--- src/rtl/mem_pkg.sv ---
// Shared definitions for the instruction/data memory initiator and fetch-PC logic.
package mem_pkg;

  localparam int DEF_ADDR_W   = 5;
  localparam int DEF_DATA_W   = 8;

  localparam logic [1:0] OP_FETCH = 2'b00;
  localparam logic [1:0] OP_LOAD  = 2'b01;
  localparam logic [1:0] OP_STORE = 2'b10;

  localparam logic INST_REGION  = 1'b0;
  localparam logic DATA_REGION  = 1'b1;
  localparam int   REGION_BYTES = 16;

  typedef enum logic [1:0] {
    ST_IDLE = 2'd0,
    ST_LO   = 2'd1,
    ST_HI   = 2'd2,
    ST_RESP = 2'd3
  } mem_state_e;

  // Next byte address, wrapping inside the region selected by the top address bit.
  function automatic logic [DEF_ADDR_W-1:0] region_incr(input logic [DEF_ADDR_W-1:0] a);
    return {a[DEF_ADDR_W-1], a[DEF_ADDR_W-2:0] + (DEF_ADDR_W-1)'(1)};
  endfunction

  // Fetches must target the instruction region, loads/stores the data region.
  function automatic logic req_legal(input logic [1:0] op, input logic [DEF_ADDR_W-1:0] a);
    logic region;
    region = a[DEF_ADDR_W-1];
    case (op)
      OP_FETCH: return region == INST_REGION;
      OP_LOAD,
      OP_STORE: return region == DATA_REGION;
      default:  return 1'b0;
    endcase
  endfunction

endpackage

--- src/rtl/mem_access_ctrl.sv ---
// 16-bit request initiator that splits each access into two byte cycles on the memory port.
//
// state   | meaning
// --------+-----------------------------------------------------------
// IDLE    | ready for a request; latches op/addr/wdata on accept
// LO      | low byte access at A
// HI      | high byte access at region_incr(A)
// RESP    | one-cycle response pulse, error flag reported
module mem_access_ctrl
  import mem_pkg::*;
#(
  parameter int ADDR_W = DEF_ADDR_W,
  parameter int DATA_W = DEF_DATA_W
) (
  input  logic                clk,
  input  logic                rst,
  input  logic                req_valid,
  output logic                req_ready,
  input  logic [1:0]          req_op,
  input  logic [ADDR_W-1:0]   req_addr,
  input  logic [2*DATA_W-1:0] req_wdata,
  output logic                rsp_valid,
  output logic [2*DATA_W-1:0] rsp_data,
  output logic                rsp_err,
  output logic [ADDR_W-1:0]   mem_addr,
  output logic                mem_w_en,
  output logic [DATA_W-1:0]   mem_wdata,
  input  logic [DATA_W-1:0]   mem_rdata
);

  mem_state_e          state, state_nx;
  logic [1:0]          op_q;
  logic [ADDR_W-1:0]   addr_q;
  logic [2*DATA_W-1:0] wdata_q;
  logic                err_q;
  logic [ADDR_W-1:0]   last_addr;
  logic [ADDR_W-1:0]   hi_addr;
  logic                accept;
  logic                legal;
  logic                is_store;

  assign accept   = (state == ST_IDLE) && req_valid;
  assign legal    = req_legal(req_op, req_addr);
  assign is_store = (op_q == OP_STORE);
  assign hi_addr  = region_incr(addr_q);

  // State register.
  always_ff @(posedge clk or negedge rst) begin
    if (!rst) state <= ST_IDLE;
    else      state <= state_nx;
  end

  // Request latch on accept.
  always_ff @(posedge clk or negedge rst) begin
    if (!rst) begin
      op_q    <= OP_FETCH;
      addr_q  <= '0;
      wdata_q <= '0;
      err_q   <= 1'b0;
    end else if (accept) begin
      op_q    <= req_op;
      addr_q  <= req_addr;
      wdata_q <= req_wdata;
      err_q   <= !legal;
    end
  end

  // Response data: cleared when no read result will follow, else filled byte by byte.
  always_ff @(posedge clk or negedge rst) begin
    if (!rst) begin
      rsp_data <= '0;
    end else begin
      if (accept && (!legal || req_op == OP_STORE)) rsp_data <= '0;
      if (state == ST_LO && !is_store) rsp_data[DATA_W-1:0]        <= mem_rdata;
      if (state == ST_HI && !is_store) rsp_data[2*DATA_W-1:DATA_W] <= mem_rdata;
    end
  end

  // Remembers the last driven memory address so it holds in IDLE and RESP.
  always_ff @(posedge clk or negedge rst) begin
    if (!rst)                 last_addr <= '0;
    else if (state == ST_LO)  last_addr <= addr_q;
    else if (state == ST_HI)  last_addr <= hi_addr;
  end

  // Next state and outputs; write strobes decode only registered state.
  always_comb begin
    state_nx  = state;
    req_ready = 1'b0;
    rsp_valid = 1'b0;
    rsp_err   = 1'b0;
    mem_addr  = last_addr;
    mem_w_en  = 1'b0;
    mem_wdata = '0;
    case (state)
      ST_IDLE: begin
        req_ready = 1'b1;
        if (req_valid) state_nx = legal ? ST_LO : ST_RESP;
      end
      ST_LO: begin
        mem_addr = addr_q;
        if (is_store) begin
          mem_w_en  = 1'b1;
          mem_wdata = wdata_q[DATA_W-1:0];
        end
        state_nx = ST_HI;
      end
      ST_HI: begin
        mem_addr = hi_addr;
        if (is_store) begin
          mem_w_en  = 1'b1;
          mem_wdata = wdata_q[2*DATA_W-1:DATA_W];
        end
        state_nx = ST_RESP;
      end
      ST_RESP: begin
        rsp_valid = 1'b1;
        rsp_err   = err_q;
        state_nx  = ST_IDLE;
      end
      default: state_nx = ST_IDLE;
    endcase
  end

endmodule

--- config.mk ---
export PLATFORM = sky130hd
export DESIGN_NAME = mem_access_ctrl
export DESIGN_NICKNAME = d
export VERILOG_FILES = /design/src/rtl/mem_pkg.sv /design/src/rtl/mem_access_ctrl.sv
export SDC_FILE = /design/constraint.sdc
export NUM_CORES = 1
export LEC_CHECK = 0
export ABC_AREA = 1
export ABC_CLOCK_PERIOD_IN_PS = 1350
export CORE_MARGIN = 2
export CORE_UTILIZATION = 42
export DETAILED_ROUTE_END_ITERATION = 16
export PLACE_DENSITY = 0.86
export SYNTH_ARGS = -nofsm -noshare
export SYNTH_HDL_FRONTEND = slang
export SYNTH_SLANG_ARGS = --single-unit
--- constraint.sdc ---
create_clock -name clk -period 1.35 [get_ports clk]
set_clock_uncertainty 0.15 [all_clocks]
set_input_delay 0.27 -clock clk [delete_from_list [all_inputs] [get_ports clk]]
set_output_delay 0.27 -clock clk [all_outputs]
set_load 0.005 [all_outputs]
Yosys cells after proc, flatten, opt, wreduce, memory -nomap -nowiden
Index checks and enable logic that the tools add are counted.

cells by class
  add/sub/neg operators = 1
  equality and inequality tests = 7
  muxes and demuxes = 18
  bitwise gates (word level) = 1
  reduce and logical (&&, ||, !) cells = 14

operators by type and width
  kind                                                  count
  two-way mux 8 bit                                     4
  two-way mux 16 bit                                    1
  case mux 8 bit (2 select lines)                       1
  two-way mux 5 bit                                     2
  case mux 5 bit (2 select lines)                       1
  equality test 2 bit (second input constant)           4
  case mux 2 bit (4 select lines)                       1
  nonzero test 2 bit                                    3
  two-way mux 1 bit                                     5
  adder 4 x 1 -> 4 bit (second input constant)          1
  equality test 2 x 1 -> 1 bit (second input constant)  2
  logical AND 1 bit                                     4
  zero test 2 bit                                       2
  two-way mux 2 bit                                     2
  OR reduction 2 bit                                    2
  zero test 1 bit                                       2
  inequality test 2 bit (second input constant)         1
  case mux 1 bit (2 select lines)                       1
  logical OR 1 bit                                      1
  inverter 1 bit                                        1

word-level totals
  register bits after elaboration = 47
  input port bits = 34
  output and inout bits = 33

Depth between registers and ports, before layout
  depth in word-level cells = 8
  mapped depth = 9

Worst setup path before layout
Ideal clock, no wire load.

  path kind = register to output
  start point = register state[1]
  end point = output port mem_addr[4]
  arrival time = 1.172 ns
  path slack = -0.242 ns
  cell stages (with the launch flop) = 7
  cells stage by stage = dfrtp_1 > inv_1 > ha_1 > buf_4 > buf_2 > o21ai_0 > o21ai_0

between the ends
  word-level cells in the longest chain between the ends = 2
  elaborated cells on any way between the ends = 3
  those cells by class = eq/ne (2); mux (1)

RTL lines
  item                                                                 line                   source
  from (decl)                                                          mem_access_ctrl.sv:31  mem_state_e state, state_nx;
  from (signal assigned)                                               mem_access_ctrl.sv:50  else state <= state_nx;
  equality test 2 bit or equality test 2 x 1 -> 1 bit (tied branches)  mem_access_ctrl.sv:95  case (state)
  case mux 5 bit (2 select lines) (*)                                  mem_access_ctrl.sv:95
  to (decl)                                                            mem_access_ctrl.sv:25  output logic [ADDR_W-1:0] mem_addr,

Mark *: on every way between the ends. The rest lies on a longest branch, timed or not.

Final worst setup path
  start point = register state[0]
  end point = output port mem_wdata[6]

between the ends
  word-level cells in the longest chain between the ends = 2
  elaborated cells on any way between the ends = 3
  those cells by class = eq/ne (2); mux (1)

RTL lines
  item                                                                 line                   source
  equality test 2 bit or equality test 2 x 1 -> 1 bit (tied branches)  mem_access_ctrl.sv:95
  case mux 8 bit (2 select lines) (*)                                  mem_access_ctrl.sv:95
  to (decl)                                                            mem_access_ctrl.sv:27  output logic [DATA_W-1:0] mem_wdata,

Marks and branches as above.

==> results.txt <==
- The flow ran to the end, but the final reports show violations.
- The checks that failed: setup timing.
* Overflow after GRT: 0
* Area growth, synth to finish: 95.9%
- For this run, the top clock speed supported by timing is 475 MHz.
- The number of global-route vias before repair came to 2,799.
- Data on the critical path arrives at its endpoint at about 1.7 ns.
* Yosys top cell area share: about half
- YS warnings: 0
- Detailed-route wire length per cell: 21.6 µm
* Number of synthesized register bits: 47
- Clock sink count: 47
- Worst IR drop on VDD: 1500 µV
- Biggest area consumer among synthesized cells: dfrtp_1
- Number of pins exceeding their max-slew limit in the final report: 0
- RSZ-0062 raised after global routing: yes
- Sum of internal, switching and leakage power: 11.6 mW
- In the final layout, the share of cells above drive strength 1 is 57.0%.
- Commonest cells after routing, fill and taps aside: 70 x nand2_1, 47 x dfrtp_1, 40 x nand2_2
- Number of endpoints failing setup at the final stage: 64
- After layout, the worst setup slack is -0.755 ns.
- The routed layout has 2,760 vias.
* Die width: ~77 µm
- Entering global routing, the biggest net connects 48 pins.
- In the routed design, unresolved DRC markers number 0.
- For the worst setup path, the data required time is slightly above 0.9 ns.
- Die Ht: 77.5 µm
- The die covers 0.00600 mm².
* Classification of the worst-slack hold path: in2reg
* Number of antenna violations at the first check in global routing: 0
- Number of cells in the finished layout apart from fillers: 496
- Global placer's final weighted congestion: 0.863
- After the first detailed-routing iteration, the DRC count stood at roughly 220.
* Effective utilization at floorplan: 43.8%
- Antenna Violating Nets Remaining: 0
* Minimum clock period after layout: 2.11 ns
- Total detailed-routing wirelength: 10,700 µm
- Lkg Pwr: 2.21 nW
- The number of antenna diodes in the final layout is 0.
- Global-route wire length before repair: roughly 14,000 µm
* Maximum clock path buffer count: 2
* Final hold violations: 0
* Commonest non-fill, non-tap cell in the layout: nand2_1
- The worst setup path is launched from a flip-flop.
- TritonCTS built the clock tree.
- After floorplanning, the core was sized to cover 0.00517 mm².
- Cts bufs inserted: 5
- By startpoint and endpoint, the worst setup path is classified as reg2out.
* Multi-input gate area: 0.00156 mm²
- Clock latency on the worst-skew pair, taken at its later pin, is 0.31 ns.
* Max transition margin: 77.4%
- In the synthesized netlist, the number of instances is 281.
- After synthesis, the mean cell area works out to between 8 and 9 µm².
- Fill cells in the final layout number around 230.
- Max-cap violations in this run came to 0.
- Pin placement for this block handled 67 I/O pins.
- Slew of the pin with the lowest slew margin: between 0.3 and 0.4 ns
- Total Nets Final: between 400 and 500
* Post-CTS clock slew at the launch and capture registers of the worst setup and hold paths: 0.09 ns
- Global routing used 31.0% of the available tracks.
* First drt pass iteration count: 4
- Dividing the final minimum period by the clock period gives 156%.
* Cell at the root of the clock tree: clkbuf_8
* Number of distinct library cells after synthesis: 23
- Mean number of vias per cell: 5.56
- In this run, placement finished with an instance count of 435.
- The synthesized netlist occupies a cell area of 0.00227 mm².
- Mapped Nets: roughly 320
- Post-synthesis sequential area ratio: 51.9%
- The worst setup path is captured at an output pin.
* H-tree levels: 2
- Placed wire-length estimate: 4380 µm
* Largest fanout of any net on the critical path: 5
- Ranking of synthesized cells by area: dfrtp_1 52%, nand2_1 22%, ha_1 4.4%, o21ai_0 4.4%, nand3_1 4.0%
* Area taken by flip-flops and latches: 0.00118 mm²
- In this run the core area contains 26 standard-cell rows.
- Total of buffers placed on input and output ports: 66
* Pre-CTS setup slack: -0.683 ns
* Pwr Density: 2610 mW/mm²
## layer usage
| metal | global-route usage [%] | share of wire, % | vias up | routed length, µm |
|---|---|---|---|---|
| met1 | 34.8 | 36 | 1367 | 3860 |
| met3 | 3.37 | 5.4 | 56 | 577 |
| met4 | 17.5 | 6.0 | 0 | 646 |
| met2 | 56.7 | 53 | 161 | 5620 |
| met5 | 0 | 0 | - | 0 |
| li1 | - | - | 1176 | - |
## what timing repair did
item,CTS,global route
gates cloned,8,0
hold buffers,1,0
setup buffers,40,16
setup endpoints to repair,69,75
gates resized for setup,235,89
pin swaps,48,26
endpoints found under the hold margin,47,0
## worst max-delay path: stages (launching register included)
cell and delay (ns):
dfrtp_1 0.42, inv_2 0.16, ha_4 0.19, buf_6 0.11, buf_8 0.13, nand2_2 0.06, a21oi_2 0.15, buf_2 0.15
## state kept, by name, summed over array words and instances, names as in the netlist
name       flops
rsp_data      16
err_q          1
state          2
wdata_q       16
addr_q         5
last_addr      5
op_q           2
## power breakdown
| group | leakage [nW] | switching (mW) | internal [mW] |
|---|---|---|---|
| combinational | 1.58 | 4.06 | 3.95 |
| clock | 0.0412 | 0.502 | 0.363 |
| sequential | 0.590 | 0.636 | 2.06 |
| total | 2.21 | 5.20 | 6.38 |
## cells in the mapped netlist
cell type / number
a21oi_1: 8
and2_1: 1
buf_1: 1
buf_2: 6
buf_4: 1
buf_8: 1
dfrtp_1: 47
ha_1: 8
inv_1: 18
inv_2: 4
nand2_1: 134
nand2_2: 3
nand2_4: 1
nand3_1: 18
nand3_2: 1
nand4_1: 1
nor2_1: 1
nor2_4: 3
o21ai_0: 20
o21ai_1: 1
o21ai_2: 1
o22ai_1: 1
xnor2_1: 1
## worst paths after layout
check                      depth (start not counted)                    from                  endpoint  slack, ns
max in group asynchronous                          3                     rst   rsp_data[6]$_DFFE_PN0P_       0.48
hold reg to reg                                    2  wdata_q[5]$_DFFE_PN0P_    wdata_q[5]$_DFFE_PN0P_       0.37
setup / recovery                                   7    state[0]$_DFFE_PN0P_              mem_wdata[6]      -0.76
hold / removal                                     4               req_op[0]       op_q[0]$_DFFE_PN0P_       0.32
min in group asynchronous                          3                     rst  rsp_data[14]$_DFFE_PN0P_       0.33
setup reg to reg                                  10    state[0]$_DFFE_PN0P_  last_addr[2]$_DFFE_PN0N_      -0.46
## through the flow
step | utilization [%] | cell area [µm²] | hold slack [ns] | setup TNS (ns)
floorplan | - | 2330 | -0.176 | -2.34
global placement | 62.5 | 3230 | 0.119 | -20.66
detailed placement | 62.5 | 3230 | 0.122 | -22.70
CTS | 79.8 | 4130 | 0.324 | -14.46
global route | 85.9 | 4440 | 0.313 | -24.64
finish | 85.9 | 4440 | 0.325 | -21.97
## area by class of cell
cell class,instances,share of cell area [%]
clock inverters,2,0.282
multi-input cells,205,35.0
clock buffers,6,1.63
flip-flops and latches,47,26.5
inverters,22,2.48
well taps,70,1.97
repair buffers,144,32.1
## kinds of logic (layout without fill, tap and decap cells)
group / Yosys count / in the layout / share of synthesized area [%]
xor+xnor: 1 / 1 / 0.386
flops: 47 / 47 / 51.9
buf+inv: 31 / 174 / 6.13
fa+ha+maj: 8 / 8 / 4.42
compound gates: 31 / 31 / 7.06
simple gates: 163 / 165 / 30.1
Power figures use the tool's default switching activity.
